==> src/rtl/dec_out_mux_fifo.sv <==
// rtl/dec_out_mux_fifo.sv - channel select mux into an output FIFO with drop counting (optional MUX_FLUSH_ON_SEL_EN)
module dec_out_mux_fifo #(
  parameter int D_WIDTH    = 8,
  parameter int N_CH       = 3,
  parameter int SEL_W      = 2,
  parameter int FIFO_DEPTH = 4,
  parameter int CNT_W      = 8
) (
  input  logic                          clk,
  input  logic                          rst,
  input  logic [SEL_W-1:0]              select,
  input  logic [N_CH*D_WIDTH-1:0]       data_i,
  input  logic [N_CH-1:0]               valid_i,
  output logic [D_WIDTH-1:0]            data_o,
  output logic                          valid_o,
  input  logic                          ready_i,
  output logic                          drop_o,
  output logic [CNT_W-1:0]              drop_cnt_o,
  output logic [$clog2(FIFO_DEPTH):0]   level_o
);

  localparam int PTR_W = $clog2(FIFO_DEPTH);
  localparam int LVL_W = PTR_W + 1;

  logic [D_WIDTH-1:0] mem [FIFO_DEPTH];
  logic [PTR_W-1:0]   wr_ptr;
  logic [PTR_W-1:0]   rd_ptr;
  logic [LVL_W-1:0]   level;

  logic               sel_valid;
  logic [D_WIDTH-1:0] sel_data;
  logic               flush;
  logic               push;
  logic               pop;
  logic               full;
  logic               wr_en;
  logic               drop_ev;

  // Pick the selected channel; out-of-range select leaves sel_valid low
  always_comb begin
    sel_valid = 1'b0;
    sel_data  = '0;
    for (int k = 0; k < N_CH; k++) begin
      if (select == SEL_W'(k)) begin
        sel_valid = valid_i[k];
        sel_data  = data_i[k*D_WIDTH +: D_WIDTH];
      end
    end
  end

`ifdef MUX_FLUSH_ON_SEL_EN
  logic [SEL_W-1:0] sel_q;

  // Track the previous select; its reset value is whatever select is during reset
  always_ff @(posedge clk) begin
    sel_q <= select;
  end

  assign flush = (select != sel_q);
`else
  assign flush = 1'b0;
`endif

  assign push    = sel_valid && !flush;
  assign pop     = (level != '0) && ready_i && !flush;
  assign full    = (level == LVL_W'(FIFO_DEPTH));
  // A full FIFO still accepts a word when the head leaves in the same cycle
  assign wr_en   = push && (!full || pop);
  assign drop_ev = push && full && !pop;

  // Pointer, occupancy and drop bookkeeping
  always_ff @(posedge clk) begin
    if (rst) begin
      wr_ptr     <= '0;
      rd_ptr     <= '0;
      level      <= '0;
      drop_o     <= 1'b0;
      drop_cnt_o <= '0;
    end else if (flush) begin
      wr_ptr <= '0;
      rd_ptr <= '0;
      level  <= '0;
      drop_o <= 1'b0;
    end else begin
      if (wr_en) begin
        wr_ptr <= wr_ptr + 1'b1;
      end
      if (pop) begin
        rd_ptr <= rd_ptr + 1'b1;
      end
      if (wr_en && !pop) begin
        level <= level + 1'b1;
      end else if (pop && !wr_en) begin
        level <= level - 1'b1;
      end
      drop_o <= drop_ev;
      if (drop_ev && (drop_cnt_o != {CNT_W{1'b1}})) begin
        drop_cnt_o <= drop_cnt_o + 1'b1;
      end
    end
  end

  // Storage array; contents survive reset, only the pointers are cleared
  always_ff @(posedge clk) begin
    if (wr_en && !rst) begin
      mem[wr_ptr] <= sel_data;
    end
  end

  assign valid_o = (level != '0);
  assign data_o  = valid_o ? mem[rd_ptr] : '0;
  assign level_o = level;

endmodule

==> config.mk <==
export PLATFORM = sky130hd
export DESIGN_NAME = dec_out_mux_fifo
export DESIGN_NICKNAME = d
export VERILOG_FILES = /design/src/rtl/dec_out_mux_fifo.sv
export SDC_FILE = /design/constraint.sdc
export NUM_CORES = 1
export LEC_CHECK = 0
export ABC_AREA = 1
export BUFFER_PORTS_ARGS = -buffer_cell sky130_fd_sc_hd__buf_2
export CORE_ASPECT_RATIO = 1.1
export CORE_UTILIZATION = 40
export CTS_CLUSTER_DIAMETER = 200
export DETAILED_ROUTE_END_ITERATION = 16
export GPL_TIMING_DRIVEN = 0
export SLEW_MARGIN = 30
export SYNTH_ARGS = -nofsm -noshare
export SYNTH_HDL_FRONTEND = slang
export SYNTH_SLANG_ARGS = --single-unit
==> constraint.sdc <==
create_clock -name clk -period 3.25 [get_ports clk]
set_input_delay 0.1625 -clock clk [delete_from_list [all_inputs] [get_ports clk]]
set_output_delay 0.1625 -clock clk [all_outputs]
set_load 0.02 [all_outputs]
Yosys cells after proc, flatten, opt, wreduce, memory -nomap -nowiden
Memory sizes are Yosys's and may differ from the RTL's. A register that Yosys moved wholly into a read port is not among the register bits.
Index checks and enable logic that the tools add are counted.
- input port bits: 32
- bits in registers: 16
- memories: 1
- output and inout port bits: 21
- memory bits (read-only): 0
- latch bits: 0
- word-level logic and storage cells: 44
- RAM bits: 32
- memories (memory ; words ; width ; rd ports ; clocked after Yosys merged registers in ; write ports ; line ; text):
    mem ; 4 ; 8 ; 1 ; 1 ; 1 ; 25 ; logic [D_WIDTH-1:0] mem [FIFO_DEPTH];
- equal/unequal tests: 4
- magnitude comparators: 0
- shift-type cells: 0
- muxes and demuxes: 13
- bitwise operators: 0
- add/sub/neg operators: 5
- $mul: 0
- reduce and logical (&&, ||, !) cells: 16
- divide/modulo/power cells: 0
- operators by type and width (cell ; count):
    two-way mux 8 bit ; 4
    adder 8 x 1 -> 8 bit, second input constant ; 1
    logical AND 1 bit ; 8
    != test 8 bit, second input constant ; 1
    two-way mux 3 bit ; 2
    two-way mux 1 bit ; 5
    adder 2 x 1 -> 2 bit, second input constant ; 2
    logical NOT 1 bit ; 4
    two-way mux 2 bit ; 2
    adder 3 x 1 -> 3 bit, second input constant ; 1
    equality test 3 bit, second input constant ; 1
    nonzero test 3 bit ; 1
    subtractor 3 x 1 -> 3 bit, second input constant ; 1
    equality test 2 x 1 -> 1 bit, second input constant ; 1
    equality test 2 bit, second input constant ; 1
    logical NOT 2 bit ; 1
    nonzero test 2 bit ; 1
    logical OR 1 bit ; 1

Logic depth before layout (Yosys ltp)
Gate-level depths: netlist of run 1.
- word-level depth: 9
- mapped depth: 12
- mapped depth without buffers: 12

Worst setup path before layout of run 1
OpenSTA, ideal clock, no wires.
- path type: register to register
- from: register level[0], in the netlist level_o[0]
- to: register level[2], in the netlist level_o[2]
- clock period less this slack: 2066 ps
- path buffers: 0
- arrival time: 1943 ps
- setup time: 122 ps
- cell stages (with the launch flop): 13
- setup slack: 1184 ps
- path through: dfxtp_1 > inv_1 > nand2_2 > nor2_2 > nor2_2 > inv_1 > ha_1 > inv_1 > fa_1 > a21oi_1 > o21ai_0 > o21ai_0 > a21oi_1
- word-level cells in the longest chain between the ends: 7
- elaborated cells between the ends (all ways): 15
- those cells by class: 2 x add/sub; 1 x eq/ne; 2 x mux; 10 x reduce/logical
- RTL lines (what ; line ; text):
    from (decl) ; 28 ; logic [LVL_W-1:0] level;
    from (signal assigned) ; 92 ; level <= level + 1'b1;
    from (signal assigned) ; 94 ; level <= level - 1'b1;
    parallel branches: the longest is 7 deep, another holds subtractor 3 x 1 -> 3 bit ; n/a ;
Several ways; the timed one is not identified. The select of a mux whose other input is x is not followed.
A chain may end at the register's enable or synchronous reset.

Worst setup path in the final report of run 1
Same ends and word-level chain as after synthesis.

==> results.md, run 1 <==
- Hpwl dp: ~3700 um
- Hold slack: around 0.12 ns
- Synth unique cells: 24
- Synthesized flop and latch total: 50
- Final number of setup-violating endpoints: 0
- Initial core utilization: 0.417
- Final-report max-slew violation count: 0
- IO Count: 53
- Layout Nets: 371
- CTS tree: yes
- DR WL/cell: 12.7 um
- Worst-Margin Slew: ~0.82 ns
- DRC: 0
- Vias: 1944
- TritonCTS Buffers: 5
- Core Area: 5770 um^2
- Final non-filler cell total: roughly 400
- Crit path capture type: flop
- Initial antenna violation count: 0
- Final hold violations: 0
- CTS Sinks: 50
- Clock-pin slew on the worst setup and hold paths: about 0.09 ns
- Sequential area share after synthesis: 0.549
- Placed inst area: 2760 um^2
- Full die area: 6330 um^2
- Vias/cell: 4.74
- CP startpoint kind: flop
- Leakage: 0.00120 uW
- Largest net degree at the start of global routing: 16
- Final ANT Viol Nets: 0
- YS warnings: 0
- PostCTS Resize Cnt: 0
- Clk Latency, worst-skew pair: 0.30 ns
- Max-cap viol count: 0
- Cell Area, Synth: 2410 um^2
- Syn-to-layout area delta: 18.4%
- Layout cells sized above 1: 0.234
- Root buffer selected by CTS: clkbuf_8
- GR Util All Layers: 0.182
- Ant diodes: 0
- Syn_area_per_cell: approximately 8.8 um^2
- Clk buf depth: 2
- Htree depth: 2
- Status: complete, no violations
- Synthesized instance count: 273
- Global route overflow: 0
- Worst VDD drop: between 0.0003 and 0.0004 V
- Final instance area: around 2800 um^2
- Power Density: ~610 nW/um^2
- RePlAce Congestion: 0.757
- RSZ-0062 raised after global routing: no
- Critical Path AT: 2.56 ns
- Pre-Repair DR Iteration Count: 4
- Data required, critical path: 3.44 ns
- Die width: 76.0 um
- Achievable frequency: 423 MHz
- R2R depth: 12
- Die H: 83.3 um
- Number of buffers added on ports: 52
- Fin crit share: 0.728
- Post-CTS Setup Bufs: 0
- Placed cell count: 402
- Total Neg Setup Slack: 0 ns
- Fin crit period: 2.37 ns
- Iter 0 DRT Violations: 95
- Clock Skews: 0.00341 ns
- WHS Path Cells: 2
- Num rows: 29
- Hold Crit Class: in2reg
- Relative slew slack: 0.451
- Kind of critical path: reg2reg
- Net Count, Synth: 312
- Final wirelength: 5200 um
- Global-route wire length before repair: about 8900 um
- CP Max Fanout: 10
- Vias in the first global route: 1822
- Cts hold-fix bufs: 0
==> placed cells by master (no fill, tap or decap), types with 4 or more instances in the layout <==
cell and n:
nor2_1 52, nand3_1 16, o21ai_0 28, nand2_1 48, ha_1 6, clkbuf_8 5
nor2_4 4, dfxtp_1 18, buf_2 54, edfxtp_1 32, a21oi_1 20, inv_1 26
==> cells by family (layout without fill, tap and decap cells) <==
group | after synthesis | in the layout | synth area share
AOI/OAI and AO/OA | 48 | 48 | 0.0998
xor gates and xnor gates | 3 | 3 | 0.0109
adders and majority gates | 7 | 7 | 0.0395
buffers and inverters | 34 | 94 | 0.0546
DFF | 50 | 50 | 0.549
and+or+nand+nor | 131 | 131 | 0.246
==> through the flow <==
| step | worst slack (ns) | utilization | power (uW) |
|---|---|---|---|
| after global routing | 0.571 | 0.494 | 1850 |
| after detailed placement | 0.867 | 0.479 | 1390 |
| final | 0.884 | 0.494 | 1720 |
| after floorplan | 1.18 | - | 1190 |
| after global placement | 0.917 | 0.479 | 1380 |
| after CTS | 0.854 | 0.494 | 1740 |
==> path summary, 6_finish.rpt <==
| path | slack (ns) | end | startpoint |
|---|---|---|---|
| setup reg to reg | 0.88 | level_o[2]$_SDFFE_PP0P_ | level_o[0]$_SDFFE_PP0P_ |
| hold / removal | 0.12 | drop_cnt_o[7]$_SDFFE_PP0P_ | rst |
| setup / recovery | 0.88 | level_o[2]$_SDFFE_PP0P_ | level_o[0]$_SDFFE_PP0P_ |
| hold reg to reg | 0.48 | flop | rd_ptr[1]$_SDFFE_PP0N_ |
==> cell type report <==
type | count | area [um^2]
fillers | 580 | 2920
flip-flops and latches | 50 | 1320
multi-input cells | 189 | 953
repair buffers | 52 | 260
inverters | 29 | 109
well taps | 77 | 96.3
clock buffers | 6 | 72.6
plain buffers | 5 | 22.5
clock inverters | 2 | 13.8
==> state kept, by name (all words and copies together) (netlist names), named ones only <==
| register | cells |
|---|---|
| mem | 32 |
| rd_ptr | 2 |
| drop_o | 1 |
| wr_ptr | 2 |
| level_o | 3 |
| drop_cnt_o | 8 |
==> synth_stat cells <==
cell type,count,area (um^2)
a21oi_1,20,100
buf_2,2,10.0
clkbuf_1,2,7.51
clkbuf_2,1,5.00
dfxtp_1,18,360
edfxtp_1,32,961
fa_1,1,20.0
ha_1,6,75.1
inv_1,26,97.6
inv_2,3,11.3
nand2_1,48,180
nand2_2,3,18.8
nand2_4,1,11.3
nand3_1,16,80.1
nand3_4,1,17.5
nand3b_1,1,7.51
nand4_2,1,12.5
nor2_1,52,195
nor2_2,3,18.8
nor2_4,4,45.0
nor3_1,1,5.00
o21ai_0,28,140
xnor2_1,1,8.76
xor2_1,2,17.5
==> routing by layer <==
metal | part of all wire | GRT usage | vias up
met5 | 0 | 0 | -
met4 | 0.014 | 0.0577 | 0
met3 | 0.040 | 0.0385 | 7
met2 | 0.48 | 0.312 | 38
met1 | 0.46 | 0.231 | 884
li1 | - | - | 1015
==> where the power goes <==
group | switching, uW | internal [uW] | total (uW) | leakage [uW]
Sequential | 32.8 | 738 | 770 | 0.000441
Clock | 206 | 152 | 358 | 0.0000452
Combinational | 407 | 188 | 595 | 0.000719
==> critical path, cell delays in order (launching register included) <==
cell and delay [ns]:
dfxtp_1 0.34, inv_1 0.10, nand2_2 0.08, nor2_2 0.45
nor2_2 0.13, inv_1 0.09, ha_1 0.14, inv_1 0.07
fa_1 0.38, a21oi_1 0.14, o21ai_0 0.11, o21ai_0 0.17
a21oi_1 0.05
Power figures use the tool's default switching activity.
==> inputs of run 2 (changes only) <==
clock period = 2 ns   (was 3.25 ns; I/O delays follow)
==> run 2 against run 1 <==
Net effect:
- design area increased by 0.75%
- die area is the same
- power is 66% higher
- largest power group unchanged
- combinational power increased by 67%
- maximum frequency up 24%
- clock power increased by 66%
- utilization increased by 0.37 points
==> results.md, run 2 (same netlist as run 1, synthesis figures left out) <==
- Status: complete, no violations
- Switching power: 1050 uW (+62%)
- Die width: 76.0 um (unchanged)
- Ant diodes: 0 (unchanged)
- Clock Skews: 0.00320 ns (-0.000210 ns)
- Power Density: 995 nW/um^2 (+64%)
- CTS tree: yes
- Cell-internal power: 1810 uW (+68%)
- Switching share of power: 0.366 (-0.00887)
- Hold slack: 0.0565 ns (-0.0600 ns)
- Gate power share: 0.348 (+0.003)
- Number of fill cells: 551 (-5.0%)
- Total power: 2860 uW (+66%)
- Vias/cell: 4.67 (-1.5%)
- Clock-pin slew on the worst setup and hold paths: 0.09 ns (about the same)
- Layout cells sized above 1: 0.253 (+0.0188)
- Fin crit period: 1.90 ns (-0.465 ns)
- TritonCTS Buffers: 5 (unchanged)
- GR Util All Layers: 0.176 (-0.00650)
- Max incr delay on CP: 0.43 ns (-0.02 ns)
- Final ANT Viol Nets: 0 (unchanged)
- Initial core utilization: 0.417 (unchanged)
- Layout Nets: 370 (-0.27%)
- Critical Path AT: 2.09 ns (-0.47 ns)
- Final non-filler cell total: 409 (-0.24%)
- Global-route wire length before repair: 8580 um (-3.6%)
- Hold Crit Class: in2reg
- IO Count: 53 (unchanged)
- Crit path capture type: flop
- Kind of critical path: reg2reg
- Worst Path Buf+Inv: 3 (unchanged)
- Clock power frac: 0.208 (about the same)
- Placed inst area: 2770 um^2 (+0.18%)
- Num rows: 29 (unchanged)
- Clk Latency, worst-skew pair: 0.29 ns (about the same)
- CTS Sinks: 50 (unchanged)
- Final hold violations: 0 (unchanged)
- Pre-Repair DR Iteration Count: 5 (+1)
- Root buffer selected by CTS: clkbuf_8
- Max reg flops: 32 (unchanged)
- Flop pwr share: 0.444 (-0.003)
- Core Area: 5770 um^2 (unchanged)
- RSZ-0062 raised after global routing: yes
- Syn-to-layout area delta: 19.3%
- Htree depth: 2 (unchanged)
- Global route overflow: 0 (unchanged)
- Vias in the first global route: 1811 (-0.60%)
- Initial antenna violation count: 0 (unchanged)
- Commonest non-fill, non-tap cell in the layout: buf_2
- Top reg by flops: mem
- Worst VDD drop: 0.000605 V (+61%)
- Max-cap viol count: 0 (unchanged)
- CP startpoint kind: flop
- Worst-Margin Slew: 0.817 ns (-0.00357 ns)
- CP Cell Sequence: inv_1, nand2_2, nor2_4, nor2_2, inv_1, ha_1, inv_1, fa_1, o21ai_0, a21oi_1
- Final-report max-slew violation count: 0 (unchanged)
- Number of buffers added on ports: 52 (unchanged)
- Final instance area: 2870 um^2 (+0.75%)
- Top cell family by delay on the critical path: adder cells
- DRC: 0 (unchanged)
- Relative slew slack: 0.454 (+0.00239)
- Placed cell count: 402 (unchanged)
- DR WL/cell: 12.7 um (about the same)
- Leakage: 0.00121 uW (+0.45%)
- Cts hold-fix bufs: 0 (unchanged)
- Fin crit share: 0.951 (+0.222)
- Die H: 83.3 um (unchanged)
- Final wirelength: 5190 um (-0.17%)
- Final number of setup-violating endpoints: 0 (unchanged)
- Full die area: 6330 um^2 (unchanged)
- Clk buf depth: 2 (unchanged)
- Vias: 1911 (-1.7%)
- Hpwl dp: 3680 um (-1.4%)
- Achievable frequency: 526 MHz (+24%)
- Iter 0 DRT Violations: 86 (-9.5%)
- Most frequent cells in the layout: 54 x buf_2, 50 x nor2_1, 48 x nand2_1
- Data required, critical path: 2.19 ns (-1.25 ns)
- Critical path's most frequent cell: inv_1
- RePlAce Congestion: 0.792 (+4.7%)
- Largest net degree at the start of global routing: 16 (unchanged)
- Slowest cell on crit path: fa_1
- CP Max Fanout: 5 (-5)
[run 2: cell types whose count changed in the layout (fill, tap and decap cells not counted), moves of 2 or more]
cell	previous run	this run
o21ai_1	0	2
dfxtp_2	0	2
dfxtp_1	18	16
clkbuf_1	3	0
o21ai_0	28	26
nor2_1	52	50
[run 2: worst paths after layout]
check | from | cells past startpoint | endpoint | slack (ns)
worst max register to register | level_o[0]$_SDFFE_PP0P_ | 10 | level_o[1]$_SDFFE_PP0P_ | 0.1
worst max-delay path | level_o[0]$_SDFFE_PP0P_ | 10 | level_o[1]$_SDFFE_PP0P_ | 0.1
worst min-delay path | rst | 2 | drop_cnt_o[7]$_SDFFE_PP0P_ | 0.06
worst min register to register | rd_ptr[1]$_SDFFE_PP0N_ | 2 | rd_ptr[1]$_SDFFE_PP0N_ | 0.47
[run 2: power by group through the flow]
stage / sequential (uW) / combinational (uW) / clock [uW]
final: 1270 / 995 / 594
after global routing: 1280 / 1110 / 643
after CTS: 1260 / 1010 / 613
after detailed placement: 1280 / 998 / 0
after global placement: 1280 / 985 / 0
after floorplan: 1310 / 637 / 0
[run 2: cell type report]
class	count	area (um^2)	share of cell area
buffer	3	15.0	0.00523
clock buffer	6	82.6	0.0288
clock inverter	2	12.5	0.00436
inverter	29	109	0.0379
multi-input combinational	189	963	0.336
sequential	50	1320	0.461
tap	77	96.3	0.0336
timing repair buffer	53	268	0.0933
[run 2: routing by layer]
layer | global-route usage | wire, um | vias to the layer above
met5 | 0 | 0 | -
met4 | 0.0524 | 64 | 0
met3 | 0.0330 | 234 | 7
met2 | 0.318 | 2540 | 48
met1 | 0.211 | 2350 | 847
li1 | - | - | 1009
[run 2: timing repair]
action | in CTS | in global routing
pin swaps | 1 | 0
hold endpoints to repair | 0 | 0
endpoints found under the setup margin | 3 | 35
resized for setup | 0 | 6
buffers inserted | 1 | 0
[run 2: through the flow]
step / util / setup slack (ns) / setup TNS (ns)
final: 0.498 / 0.0990 / 0
after CTS: 0.497 / 0.00566 / 0
after detailed placement: 0.480 / -0.199 / -0.213
after global routing: 0.498 / -0.0821 / -1.00
after global placement: 0.480 / -0.171 / -0.171
after floorplan: - / 0.0242 / 0
==> inputs of run 3 (changes only) <==
RECOVER_POWER = 100   (was not set)
==> run 3 against run 2 <==
Net effect:
- critical path depth unchanged
- sequential cell count stayed put
- maximum frequency unchanged
- setup slack did not move
- first-iteration DRC count unchanged
- highest routed layer unchanged
- via count unchanged
==> results.md, run 3 (same netlist as run 1, synthesis figures left out) <==
- Status: complete, no violations
- Footprint of the multi-input gates: 963 um^2 (unchanged)
- R2R Setup Slk: 0.1 ns (about the same)
- Final non-filler cell total: 409 (unchanged)
- Num rows: 29 (unchanged)
- Final ANT Viol Nets: 0 (unchanged)
- Vias/cell: 4.67 (unchanged)
- Global-route wire length before repair: 8580 um (unchanged)
- Vias in the first global route: 1811 (unchanged)
- Initial core utilization: 0.417 (unchanged)
- Clock-pin slew on the worst setup and hold paths: 0.09 ns (about the same)
- Critical path startpoint: level_o[0]$_SDFFE_PP0P_
- IO Count: 53 (unchanged)
- Reg2reg end: level_o[1]$_SDFFE_PP0P_
- Final wirelength: 5190 um (about the same)
- Hold Crit Class: in2reg
- Ant diodes: 0 (unchanged)
- Total Neg Setup Slack: 0 ns (unchanged)
- GR Util All Layers: 0.176 (unchanged)
- Global route overflow: 0 (unchanged)
- Final-report max-slew violation count: 0 (unchanged)
- Max reg flops: 32 (unchanged)
- Worst-Margin Slew: 0.817 ns (unchanged)
- Placed inst area: 2770 um^2 (unchanged)
- Most frequent cells in the layout: 53 x buf_2, 50 x nor2_1, 48 x nand2_1
- FF/Latch Area: 1320 um^2 (unchanged)
- Number of buffers added on ports: 52 (unchanged)
- Clk Latency, worst-skew pair: 0.29 ns (about the same)
- RSZ-0062 raised after global routing: yes
- DR WL/cell: 12.7 um (about the same)
- Worst Hold End: drop_cnt_o[7]$_SDFFE_PP0P_
- Largest net degree at the start of global routing: 16 (unchanged)
- RePlAce Congestion: 0.792 (unchanged)
- Vias: 1911 (unchanged)
- CTS tree: yes
- Commonest non-fill, non-tap cell in the layout: buf_2
- DRC: 0 (unchanged)
- Pre-Repair DR Iteration Count: 5 (unchanged)
- WHS Path Cells: 2 (unchanged)
- CP startpoint kind: flop
- Min-delay src: rst
- Clk buf depth: 2 (unchanged)
- Power Density: 995 nW/um^2 (about the same)
- Clock Skews: 0.00320 ns (unchanged)
- Final instance area: 2870 um^2 (about the same)
- Max-cap viol count: 0 (unchanged)
- Leakage: 0.00121 uW (-0.36%)
- Fin crit share: 0.951 (unchanged)
- CP Max Fanout: 5 (unchanged)
- Root buffer selected by CTS: clkbuf_8
- R2R depth: 10 (unchanged)
- Data required, critical path: 2.19 ns (about the same)
- Placed cell count: 402 (unchanged)
- Layout cells sized above 1: 0.250 (-0.00301)
- Kind of critical path: reg2reg
- Hold slack: 0.0565 ns (unchanged)
- Total power: 2860 uW (about the same)
- Syn-to-layout area delta: 19.2% (about the same)
- Final hold violations: 0 (unchanged)
- Die H: 83.3 um (unchanged)
- Full die area: 6330 um^2 (unchanged)
- R2R Path Start: level_o[0]$_SDFFE_PP0P_
- Worst VDD drop: 0.000605 V (about the same)
- CTS Sinks: 50 (unchanged)
- Htree depth: 2 (unchanged)
- Critical Path AT: 2.09 ns (about the same)
- Final number of setup-violating endpoints: 0 (unchanged)
- Achievable frequency: 526 MHz (unchanged)
- Iter 0 DRT Violations: 86 (unchanged)
- Number of fill cells: 552 (+0.18%)
- Hpwl dp: 3680 um (unchanged)
- Core Area: 5770 um^2 (unchanged)
- Crit path capture type: flop
- Layout Nets: 370 (unchanged)
- Cts hold-fix bufs: 0 (unchanged)
- TritonCTS Buffers: 5 (unchanged)
- Top reg by flops: mem
- Initial antenna violation count: 0 (unchanged)
- Die width: 76.0 um (unchanged)
- Relative slew slack: 0.454 (unchanged)
- Fin crit period: 1.90 ns (unchanged)
run 3: cell types whose count changed in the layout (fill, tap and decap cells not counted), sizes merged:
| cell | before | now |
|---|---|---|
| clkbuf | 7 | 8 |
| buf | 55 | 54 |
run 3: power breakdown:
part	internal (uW)	switching (uW)	total (uW)
sequential	1200	64.4	1270
clock	278	316	594
combinational	330	665	995
run 3: critical path, cell delays in order (launching register included):
cell and delay, ns:
dfxtp_2 0.36, inv_1 0.07, nand2_2 0.11, nor2_4 0.06
nor2_2 0.17, inv_1 0.07, ha_1 0.19, inv_1 0.11
fa_1 0.43, o21ai_0 0.17, a21oi_1 0.06
run 3: layer usage:
layer	up-vias	global-route usage	routed length, um
li1	1009	-	-
met1	847	0.211	2340
met2	48	0.318	2540
met3	7	0.0330	236
met4	0	0.0524	64
met5	-	0	0
run 3: how the worst max path moves through the flow:
stage / slack (ns) / to
floorplan: 0.02 / level_o[2]$_SDFFE_PP0P_
CTS: 0.006 / mem[1][0]$_DFFE_PP_
detailed placement: -0.20 / level_o[2]$_SDFFE_PP0P_
finish: 0.1 / level_o[1]$_SDFFE_PP0P_
global placement: -0.17 / level_o[2]$_SDFFE_PP0P_
global route: -0.08 / level_o[2]$_SDFFE_PP0P_
run 3: final cells by class:
| class | count | share of cell area |
|---|---|---|
| multi-input combinational | 189 | 0.336 |
| timing repair buffer | 53 | 0.0929 |
| sequential | 50 | 0.461 |
| inverter | 29 | 0.0379 |
| tap | 77 | 0.0336 |
| clock buffer | 6 | 0.0288 |
| clock inverter | 2 | 0.00436 |
| buffer | 3 | 0.00523 |
run 3: stage by stage:
| stage | setup WS, ns | util |
|---|---|---|
| 2_1_floorplan | 0.0242 | - |
| 3_3_place_gp | -0.171 | 0.480 |
| 3_5_place_dp | -0.199 | 0.480 |
| 4_1_cts | 0.00566 | 0.497 |
| 5_1_grt | -0.0821 | 0.497 |
| 6_report | 0.0990 | 0.497 |
run 3: repair_timing:
item,4_1_cts,5_1_grt
gates resized for setup,0,6
setup endpoints to repair,3,35
buffers inserted,1,0
pin swaps,1,0
